==> config.mk <==
export PLATFORM = sky130hd
export DESIGN_NAME = hazard_ctrl
export DESIGN_NICKNAME = d
export VERILOG_FILES = /design/src/rtl/hazard_pkg.sv /design/src/rtl/hazard_forward_sel.sv /design/src/rtl/hazard_ctrl.sv
export SDC_FILE = /design/constraint.sdc
export NUM_CORES = 1
export LEC_CHECK = 0
export BUFFER_PORTS_ARGS = -buffer_cell sky130_fd_sc_hd__buf_2
export CAP_MARGIN = 30
export CORE_AREA = 3 3 79 74
export DETAILED_ROUTE_END_ITERATION = 10
export DIE_AREA = 0 0 82 77
export PLACE_DENSITY = 0.72
export SLEW_MARGIN = 15
export SYNTH_ARGS = -nofsm -noshare
export SYNTH_HDL_FRONTEND = slang
export SYNTH_HIERARCHICAL = 1
export SYNTH_SLANG_ARGS = --single-unit
==> constraint.sdc <==
create_clock -name clk -period 2.5 [get_ports clk]
set_input_delay 0.375 -clock clk [delete_from_list [all_inputs] [get_ports clk]]
set_output_delay 0.375 -clock clk [all_outputs]
set_load 0.02 [all_outputs]
==> src/rtl/hazard_pkg.sv <==
// hazard_pkg: shared definitions for the pipeline hazard controller.
//   - forward select encodings driven onto the execute-stage operand muxes
//   - FSM state enum for the stall sequencer
//   - packed bundle of the pipeline-register control outputs
package hazard_pkg;

    localparam logic [1:0] RS_DATA = 2'b00;  // operand from register file
    localparam logic [1:0] FW_MEM  = 2'b01;  // operand from EX/MEM result
    localparam logic [1:0] FW_WB   = 2'b10;  // operand from MEM/WB result

    typedef enum logic [1:0] {
        RUN        = 2'd0,
        LOAD_STALL = 2'd1,
        MC_WAIT    = 2'd2
    } state_t;

    typedef struct packed {
        logic stall_fetch;
        logic stall_decode;
        logic stall_execute;
        logic bubble_execute;
        logic bubble_mem;
        logic flush_decode;
        logic flush_execute;
        logic mc_busy;
    } ctrl_t;

endpackage

==> src/rtl/hazard_forward_sel.sv <==
// hazard_forward_sel: forwarding select for one execute-stage source operand.
// Ports:
//   src_addr               in   execute-stage source register address
//   rd_addr_mem/_write_mem in   destination of the instruction in MEM
//   rd_addr_wb/_write_wb   in   destination of the instruction in WB
//   sel                    out  RS_DATA / FW_MEM / FW_WB
// MEM wins over WB because it holds the younger write. x0 never forwards.
module hazard_forward_sel
    import hazard_pkg::*;
#(
    parameter int REG_ADDR_W = 5,
    parameter bit WB_FORWARD = 1'b1
) (
    input  logic [REG_ADDR_W-1:0] src_addr,
    input  logic [REG_ADDR_W-1:0] rd_addr_mem,
    input  logic                  rd_write_mem,
    input  logic [REG_ADDR_W-1:0] rd_addr_wb,
    input  logic                  rd_write_wb,
    output logic [1:0]            sel
);

    logic src_nz;
    logic mem_hit;
    logic wb_hit;

    assign src_nz  = (src_addr != '0);
    assign mem_hit = src_nz && rd_write_mem && (src_addr == rd_addr_mem);
    // With WB forwarding off the register file writes through, so the
    // plain read already carries the WB value.
    assign wb_hit  = WB_FORWARD && src_nz && rd_write_wb && (src_addr == rd_addr_wb);

    always_comb begin
        sel = RS_DATA;
        if (mem_hit)
            sel = FW_MEM;
        else if (wb_hit)
            sel = FW_WB;
    end

endmodule

==> src/rtl/hazard_ctrl.sv <==
// hazard_ctrl: five-stage pipeline hazard controller.
// Ports:
//   clk, rst                         clock, synchronous active-high reset
//   rs*_addr_decode / rs*_use_decode decode-stage sources (load-use check)
//   rs*_addr_execute                 execute-stage sources (forwarding)
//   rd_addr/_write/mem_read_execute  instruction in execute
//   rd_addr/_write_mem, _wb          instructions in MEM and WB
//   branch_taken_execute             redirect resolved in execute
//   mc_start_execute, mc_done        multi-cycle unit handshake
//   forward_control_src1/src2        execute operand mux selects
//   stall_*, bubble_*, flush_*       pipeline register hold/clear controls
//   mc_busy                          waiting on the multi-cycle unit
//   stall_count                      saturating count of stall_fetch cycles
module hazard_ctrl
    import hazard_pkg::*;
#(
    parameter int REG_ADDR_W       = 5,
    parameter int LOAD_USE_BUBBLES = 1,
    parameter bit WB_FORWARD       = 1'b1,
    parameter int CNT_W            = 32
) (
    input  logic                  clk,
    input  logic                  rst,
    input  logic [REG_ADDR_W-1:0] rs1_addr_decode,
    input  logic [REG_ADDR_W-1:0] rs2_addr_decode,
    input  logic                  rs1_use_decode,
    input  logic                  rs2_use_decode,
    input  logic [REG_ADDR_W-1:0] rs1_addr_execute,
    input  logic [REG_ADDR_W-1:0] rs2_addr_execute,
    input  logic [REG_ADDR_W-1:0] rd_addr_execute,
    input  logic                  rd_write_execute,
    input  logic                  mem_read_execute,
    input  logic [REG_ADDR_W-1:0] rd_addr_mem,
    input  logic                  rd_write_mem,
    input  logic [REG_ADDR_W-1:0] rd_addr_wb,
    input  logic                  rd_write_wb,
    input  logic                  branch_taken_execute,
    input  logic                  mc_start_execute,
    input  logic                  mc_done,
    output logic [1:0]            forward_control_src1,
    output logic [1:0]            forward_control_src2,
    output logic                  stall_fetch,
    output logic                  stall_decode,
    output logic                  stall_execute,
    output logic                  bubble_execute,
    output logic                  bubble_mem,
    output logic                  flush_decode,
    output logic                  flush_execute,
    output logic                  mc_busy,
    output logic [CNT_W-1:0]      stall_count
);

    // Remaining bubbles after the detection cycle; unused when only one
    // bubble is inserted.
    localparam logic [1:0] LUB_INIT = 2'(LOAD_USE_BUBBLES - 1);

    // ---------------------------------------------------------------
    // Forwarding
    // ---------------------------------------------------------------
    logic [1:0] sel1;
    logic [1:0] sel2;

    hazard_forward_sel #(
        .REG_ADDR_W (REG_ADDR_W),
        .WB_FORWARD (WB_FORWARD)
    ) u_fwd_src1 (
        .src_addr     (rs1_addr_execute),
        .rd_addr_mem  (rd_addr_mem),
        .rd_write_mem (rd_write_mem),
        .rd_addr_wb   (rd_addr_wb),
        .rd_write_wb  (rd_write_wb),
        .sel          (sel1)
    );

    hazard_forward_sel #(
        .REG_ADDR_W (REG_ADDR_W),
        .WB_FORWARD (WB_FORWARD)
    ) u_fwd_src2 (
        .src_addr     (rs2_addr_execute),
        .rd_addr_mem  (rd_addr_mem),
        .rd_write_mem (rd_write_mem),
        .rd_addr_wb   (rd_addr_wb),
        .rd_write_wb  (rd_write_wb),
        .sel          (sel2)
    );

    assign forward_control_src1 = rst ? RS_DATA : sel1;
    assign forward_control_src2 = rst ? RS_DATA : sel2;

    // ---------------------------------------------------------------
    // Stall sequencer
    // ---------------------------------------------------------------
    state_t     state, state_next;
    logic [1:0] bub_cnt, bub_cnt_next;
    ctrl_t      ctrl;
    logic       load_use;

    assign load_use = mem_read_execute && rd_write_execute && (rd_addr_execute != '0) &&
                      ((rs1_use_decode && (rs1_addr_decode == rd_addr_execute)) ||
                       (rs2_use_decode && (rs2_addr_decode == rd_addr_execute)));

    always_ff @(posedge clk) begin
        if (rst) begin
            state   <= RUN;
            bub_cnt <= 2'd0;
        end else begin
            state   <= state_next;
            bub_cnt <= bub_cnt_next;
        end
    end

    always_comb begin
        ctrl         = '0;
        state_next   = state;
        bub_cnt_next = bub_cnt;
        case (state)
            RUN: begin
                if (branch_taken_execute) begin
                    // Wrong-path instructions are killed; whatever hazard
                    // they carried goes with them.
                    ctrl.flush_decode  = 1'b1;
                    ctrl.flush_execute = 1'b1;
                end else if (mc_start_execute) begin
                    ctrl.stall_fetch   = 1'b1;
                    ctrl.stall_decode  = 1'b1;
                    ctrl.stall_execute = 1'b1;
                    ctrl.bubble_mem    = 1'b1;
                    state_next         = MC_WAIT;
                end else if (load_use) begin
                    ctrl.stall_fetch    = 1'b1;
                    ctrl.stall_decode   = 1'b1;
                    ctrl.bubble_execute = 1'b1;
                    if (LOAD_USE_BUBBLES > 1) begin
                        bub_cnt_next = LUB_INIT;
                        state_next   = LOAD_STALL;
                    end
                end
            end
            LOAD_STALL: begin
                // Execute holds a bubble, so branch/mc inputs are not real.
                ctrl.stall_fetch    = 1'b1;
                ctrl.stall_decode   = 1'b1;
                ctrl.bubble_execute = 1'b1;
                bub_cnt_next        = bub_cnt - 2'd1;
                if (bub_cnt <= 2'd1)
                    state_next = RUN;
            end
            MC_WAIT: begin
                ctrl.mc_busy = 1'b1;
                if (mc_done) begin
                    state_next = RUN;
                end else begin
                    ctrl.stall_fetch   = 1'b1;
                    ctrl.stall_decode  = 1'b1;
                    ctrl.stall_execute = 1'b1;
                    ctrl.bubble_mem    = 1'b1;
                end
            end
            default: begin
                state_next   = RUN;
                bub_cnt_next = 2'd0;
            end
        endcase
        if (rst)
            ctrl = '0;
    end

    assign stall_fetch    = ctrl.stall_fetch;
    assign stall_decode   = ctrl.stall_decode;
    assign stall_execute  = ctrl.stall_execute;
    assign bubble_execute = ctrl.bubble_execute;
    assign bubble_mem     = ctrl.bubble_mem;
    assign flush_decode   = ctrl.flush_decode;
    assign flush_execute  = ctrl.flush_execute;
    assign mc_busy        = ctrl.mc_busy;

    // ---------------------------------------------------------------
    // Saturating stall-cycle counter
    // ---------------------------------------------------------------
    always_ff @(posedge clk) begin
        if (rst)
            stall_count <= '0;
        else if (ctrl.stall_fetch && (stall_count != {CNT_W{1'b1}}))
            stall_count <= stall_count + 1'b1;
    end

endmodule

* Yosys cells after proc, flatten, opt, wreduce, memory -nomap -nowiden
Cells that the tools add are included.
** Cells by class
- Add/sub/neg operators :: 2
- Magnitude comparators :: 1
- Equality and inequality tests :: 13
- Mux-type cells :: 28
- Reductions and logical operators :: 21
** Operators with widths (count)
- adder 32 x 1 -> 32 bit (second input constant) :: 1
- inequality test 32 bit (second input constant) :: 1
- == test 5 bit :: 6
- two-way mux 2 bit :: 14
- nonzero test 5 bit :: 3
- logical AND 1 bit :: 14
- one-hot mux 2 bit (3 select lines) :: 2
- two-way mux 8 bit :: 1
- inequality test 2 bit (second input constant) :: 4
- one-hot mux 1 bit (2 select lines) :: 3
- two-way mux 1 bit :: 5
- two-way mux 5 bit :: 1
- one-hot mux 2 bit (2 select lines) :: 1
- AND reduction 4 bit :: 1
- two-way mux 3 bit :: 1
- == test 2 x 1 -> 1 bit (second input constant) :: 1
- == test 2 bit (second input constant) :: 1
- <= comparator 2 x 1 -> 1 bit (second input constant) :: 1
- logical NOT 2 bit :: 1
- OR reduction 2 bit :: 1
- subtractor 2 x 1 -> 2 bit (second input constant) :: 1
- logical OR 1 bit :: 1
** Storage, ports and cells
- Register bits :: 36
- Bits of input ports :: 46
- Output and inout bits :: 44

* Depth between registers and ports, before layout
- Depth after elaboration :: 10
- Gate-level depth with buffers :: 10

* Cells and area by module
The synthesis kept the hierarchy.
** By module, submodules not included
- hazard_ctrl :: times used 1, cells each 235, area each 1906.8 um^2
- hazard_forward_sel :: times used 2, cells each 19, area each 146.4 um^2

* Worst setup path after synthesis
No wires, ideal clock.
- Path kind :: register to register
- Start point :: register stall_count[0]
- End point :: register stall_count[1]
- Arrival time :: 1.984 ns
- Required time :: 2.372 ns
- Path slack :: 0.388 ns
- Cell stages (with the launch flop) :: 11
- Buffers on the path :: 3
- Clock period less this slack :: 2.112 ns
- Path through :: dfxtp_1 > ha_1 > and4_1 > buf_2 > and4_4 > nand4_4 > nand3_2 > buf_4 > buf_4 > mux2i_1 > nor2_1
** On the way
- Cells in the longest elaborated chain, start to end :: 2
- Elaborated cells between the ends (all ways) :: 3
** RTL lines
- start: declaration :: line hazard_ctrl.sv:50 : output logic [CNT_W-1:0] stall_count
- start signal: assignment :: line hazard_ctrl.sv:184 : stall_count <= stall_count + 1'b1;
- branches (longest 2 deep; another with adder 32 x 1 -> 32 bit)
Parallel ways; which one is timed is not known.
A chain may end at the register's enable or synchronous reset.

* Final worst setup path
- Start point :: register stall_count[0]
- End point :: register stall_count[7]
The elaborated chain is that of the path after synthesis.

==> metrics.txt <==
ANT nets after route=0; Clock Sinks=33; power density over cell area=386 nW/um2; slew of the pin with the lowest slew margin=0.514 ns; Routed wire per std cell=13.3 um; Slew Limit Fails=0; estimated wirelength of the detail-placed design=~4.5 mm; die width=82 um; final cycle utilization of the critical path=0.882; xor and xnor fraction of the mapped netlist area=0.131; Skew-Pair Late Insertion Delay=0.28 ns; minimum setup slack among reg-to-reg paths=around 0.30 ns; I/O Buffers=89; number of antenna violations at the first check in global routing=0; global routing usage summed across all routing layers=0.183; post-route clock skew=0.00524 ns; largest area contributor in the netlist=sky130_fd_sc_hd__dfxtp_1; core region area=~5000 um2; Vias per Instance=5.35; area growth from synthesis to final layout=25.7%; Period minus WS final=about 2.2 ns; setup TNS=0 ns; mux share of post-synthesis cell area=0.0142; Critical Path Source Type=flop; most used cells in the layout excluding fill and tap cells=sky130_fd_sc_hd__buf_2, sky130_fd_sc_hd__dfxtp_1, sky130_fd_sc_hd__a21oi_1; floorplan die area=~6300 um2; level count of the clock H-tree=2; vias after detailed routing=2290; Post-synth ARST share=0; type of the worst setup path=flop to flop; RR Endpoint=stall_count[7]; post-route DRC violation count=0; setup bufs post-CTS=0; Worst Reg2Reg Path Length in Cells=7; startpoint of the lowest-slack hold path=rst; first-pass GRT wire length=9.43 mm; RSZ-0062 raised after global routing=false; aggregate global routing overflow=0; Die Ht=77 um; initial DRC count=87; Final Routed Wirelength=5.71 mm; initial core utilization=0.429; Hold Buf Count CTS=0; number of global-route vias before repair=~2100; number of cells on the worst hold path=3; Num CTS Buffers=5; end point of the most critical hold path=state[1]; portion of synthesized cell area occupied by the leading cell type=0.300; distinct cell type count of the synthesized netlist=43; launching point of the worst reg2reg path=stall_count[0]; maxcap violations=0; post-synthesis share of cell area spent on full adders, half adders and majority gates=0.00569; Primary FF master, synth=sky130_fd_sc_hd__dfxtp_1; Max rail drop VDD=roughly 0.24 mV; largest family of logic cells by synthesized area=simple AND/OR/NAND/NOR gates; data arrival at the endpoint of the critical path=2.42 ns; average size of a mapped cell=8.06 um2; Pre-antenna DRT Iters=4; area share of and/or/nand/nor cells after synthesis=0.341; boundary pin count=90; sequential fraction of the synthesis area=0.300; required time worst endpoint=2.72 ns; maximum number of pins on one net before global-route repair=28; leading cell type in the layout, fill and taps excluded=sky130_fd_sc_hd__buf_2; clock tree from TritonCTS=built; final-report hold violation count=0; relative slew slack=0.654; leading post-synthesis cells by cell area=sky130_fd_sc_hd__dfxtp_1, sky130_fd_sc_hd__xnor2_1, sky130_fd_sc_hd__a21oi_1, sky130_fd_sc_hd__or3_1, sky130_fd_sc_hd__xor2_1; CP endpoint kind=flop; EDFF count, synth=0; weighted congestion at the end of routability-driven global placement=0.818; Net Count, Synth=320; number of cells upsized or downsized after cts=0; class of the most critical hold timing path=primary input to flop; outcome=complete, no violations; highest clock frequency the design can meet=0.454 GHz; Leak Pwr=1.15 nW; Yosys warning total=6; Cell Rows=25; diode insertion count for antenna repair=0; cell area after synthesis=2200 um2; Clk Tree Root Cell=sky130_fd_sc_hd__clkbuf_8; number of buffers between clock root and the deepest sink=2; ratio of cells with drive above 1 in the final layout=0.313; Synth Area in Compound Gates=0.162; count of state elements after synthesis=33; number of nets at the end of the flow=407; smallest hold slack=0.479 ns; clock slew at the register clock pins of the worst setup and hold paths=0.07 ns; final count of negative-setup-slack endpoints=0; Critical Path Fanout Max=24; Cells after Synth=roughly 270
[layout make-up]
class	count	area, um2
Timing Repair Buffer	94	483
Tap cell	67	83.8
Sequential cell	33	661
Clock buffer	6	72.6
Multi-Input combinational cell	222	1440
Fill cell	496	2370
Inverter	4	15.0
Clock inverter	2	10.0
[sequential cells by signal, summed over array words and instances (netlist names)]
| name | cells |
|---|---|
| stall_count | 32 |
| state | 1 |
[kinds of logic (layout without fill, tap and decap cells)]
kind of cell    after synthesis  after routing
simple gates                125            125
compound gates               60             60
xor+xnor                     33             33
flops                        33             33
buf+inv                      18            106
mux                           3              3
fa+ha+maj                     1              1
[layer usage]
metal,global-route usage,up-vias,wire length (um)
met2,0.292,64,2690
met1,0.243,1040,2570
met5,0,-,0
met3,0.0399,12,344
li1,-,1174,-
met4,0.0598,0,105
[synth_stat cells (10+ instances only)]
cell	count
sky130_fd_sc_hd__nand4_1	12
sky130_fd_sc_hd__nor2_1	12
sky130_fd_sc_hd__dfxtp_1	33
sky130_fd_sc_hd__or4_1	11
sky130_fd_sc_hd__a21oi_1	26
sky130_fd_sc_hd__o21ai_0	17
sky130_fd_sc_hd__nand2_1	21
sky130_fd_sc_hd__xnor2_1	23
sky130_fd_sc_hd__nand3_1	12
sky130_fd_sc_hd__or3_1	18
sky130_fd_sc_hd__xor2_1	10
[through the flow]
step | cells | area, um2 | setup WS, ns | utilization | total power, mW
after CTS | 428 | 2760 | 0.308 | 0.539 | 1.08
after global placement | 420 | 2680 | 0.333 | 0.523 | 0.696
after floorplan | 273 | 2200 | 0.388 | - | 0.631
after detailed placement | 420 | 2680 | 0.255 | 0.523 | 0.700
after global routing | 428 | 2760 | 0.124 | 0.539 | 1.11
final | 428 | 2760 | 0.296 | 0.539 | 1.07
[worst max path at each step]
stage	endpoint	from	slack, ns
floorplan	stall_count[1]	stall_count[0]	0.39
global placement	stall_count[7]	rd_addr_execute[1]	0.33
detailed placement	stall_count[7]	rd_addr_execute[2]	0.26
CTS	stall_count[7]	stall_count[0]	0.31
global route	stall_count[7]	stall_count[0]	0.12
finish	stall_count[7]	stall_count[0]	0.30
[power breakdown]
group	internal (mW)	total, mW	switching [mW]
combinational	0.0741	0.160	0.0856
clock	0.193	0.378	0.186
sequential	0.527	0.529	0.00182
[critical path, stage by stage, from the launching register on]
cell and delay (ns):
sky130_fd_sc_hd__dfxtp_1 0.35, sky130_fd_sc_hd__ha_1 0.23, sky130_fd_sc_hd__and4_1 0.27, sky130_fd_sc_hd__and4_4 0.23, sky130_fd_sc_hd__nand4_4 0.10, sky130_fd_sc_hd__nand3_2 0.31, sky130_fd_sc_hd__or4_1 0.52, sky130_fd_sc_hd__a21oi_1 0.13
(Power assumes the default switching activity.)
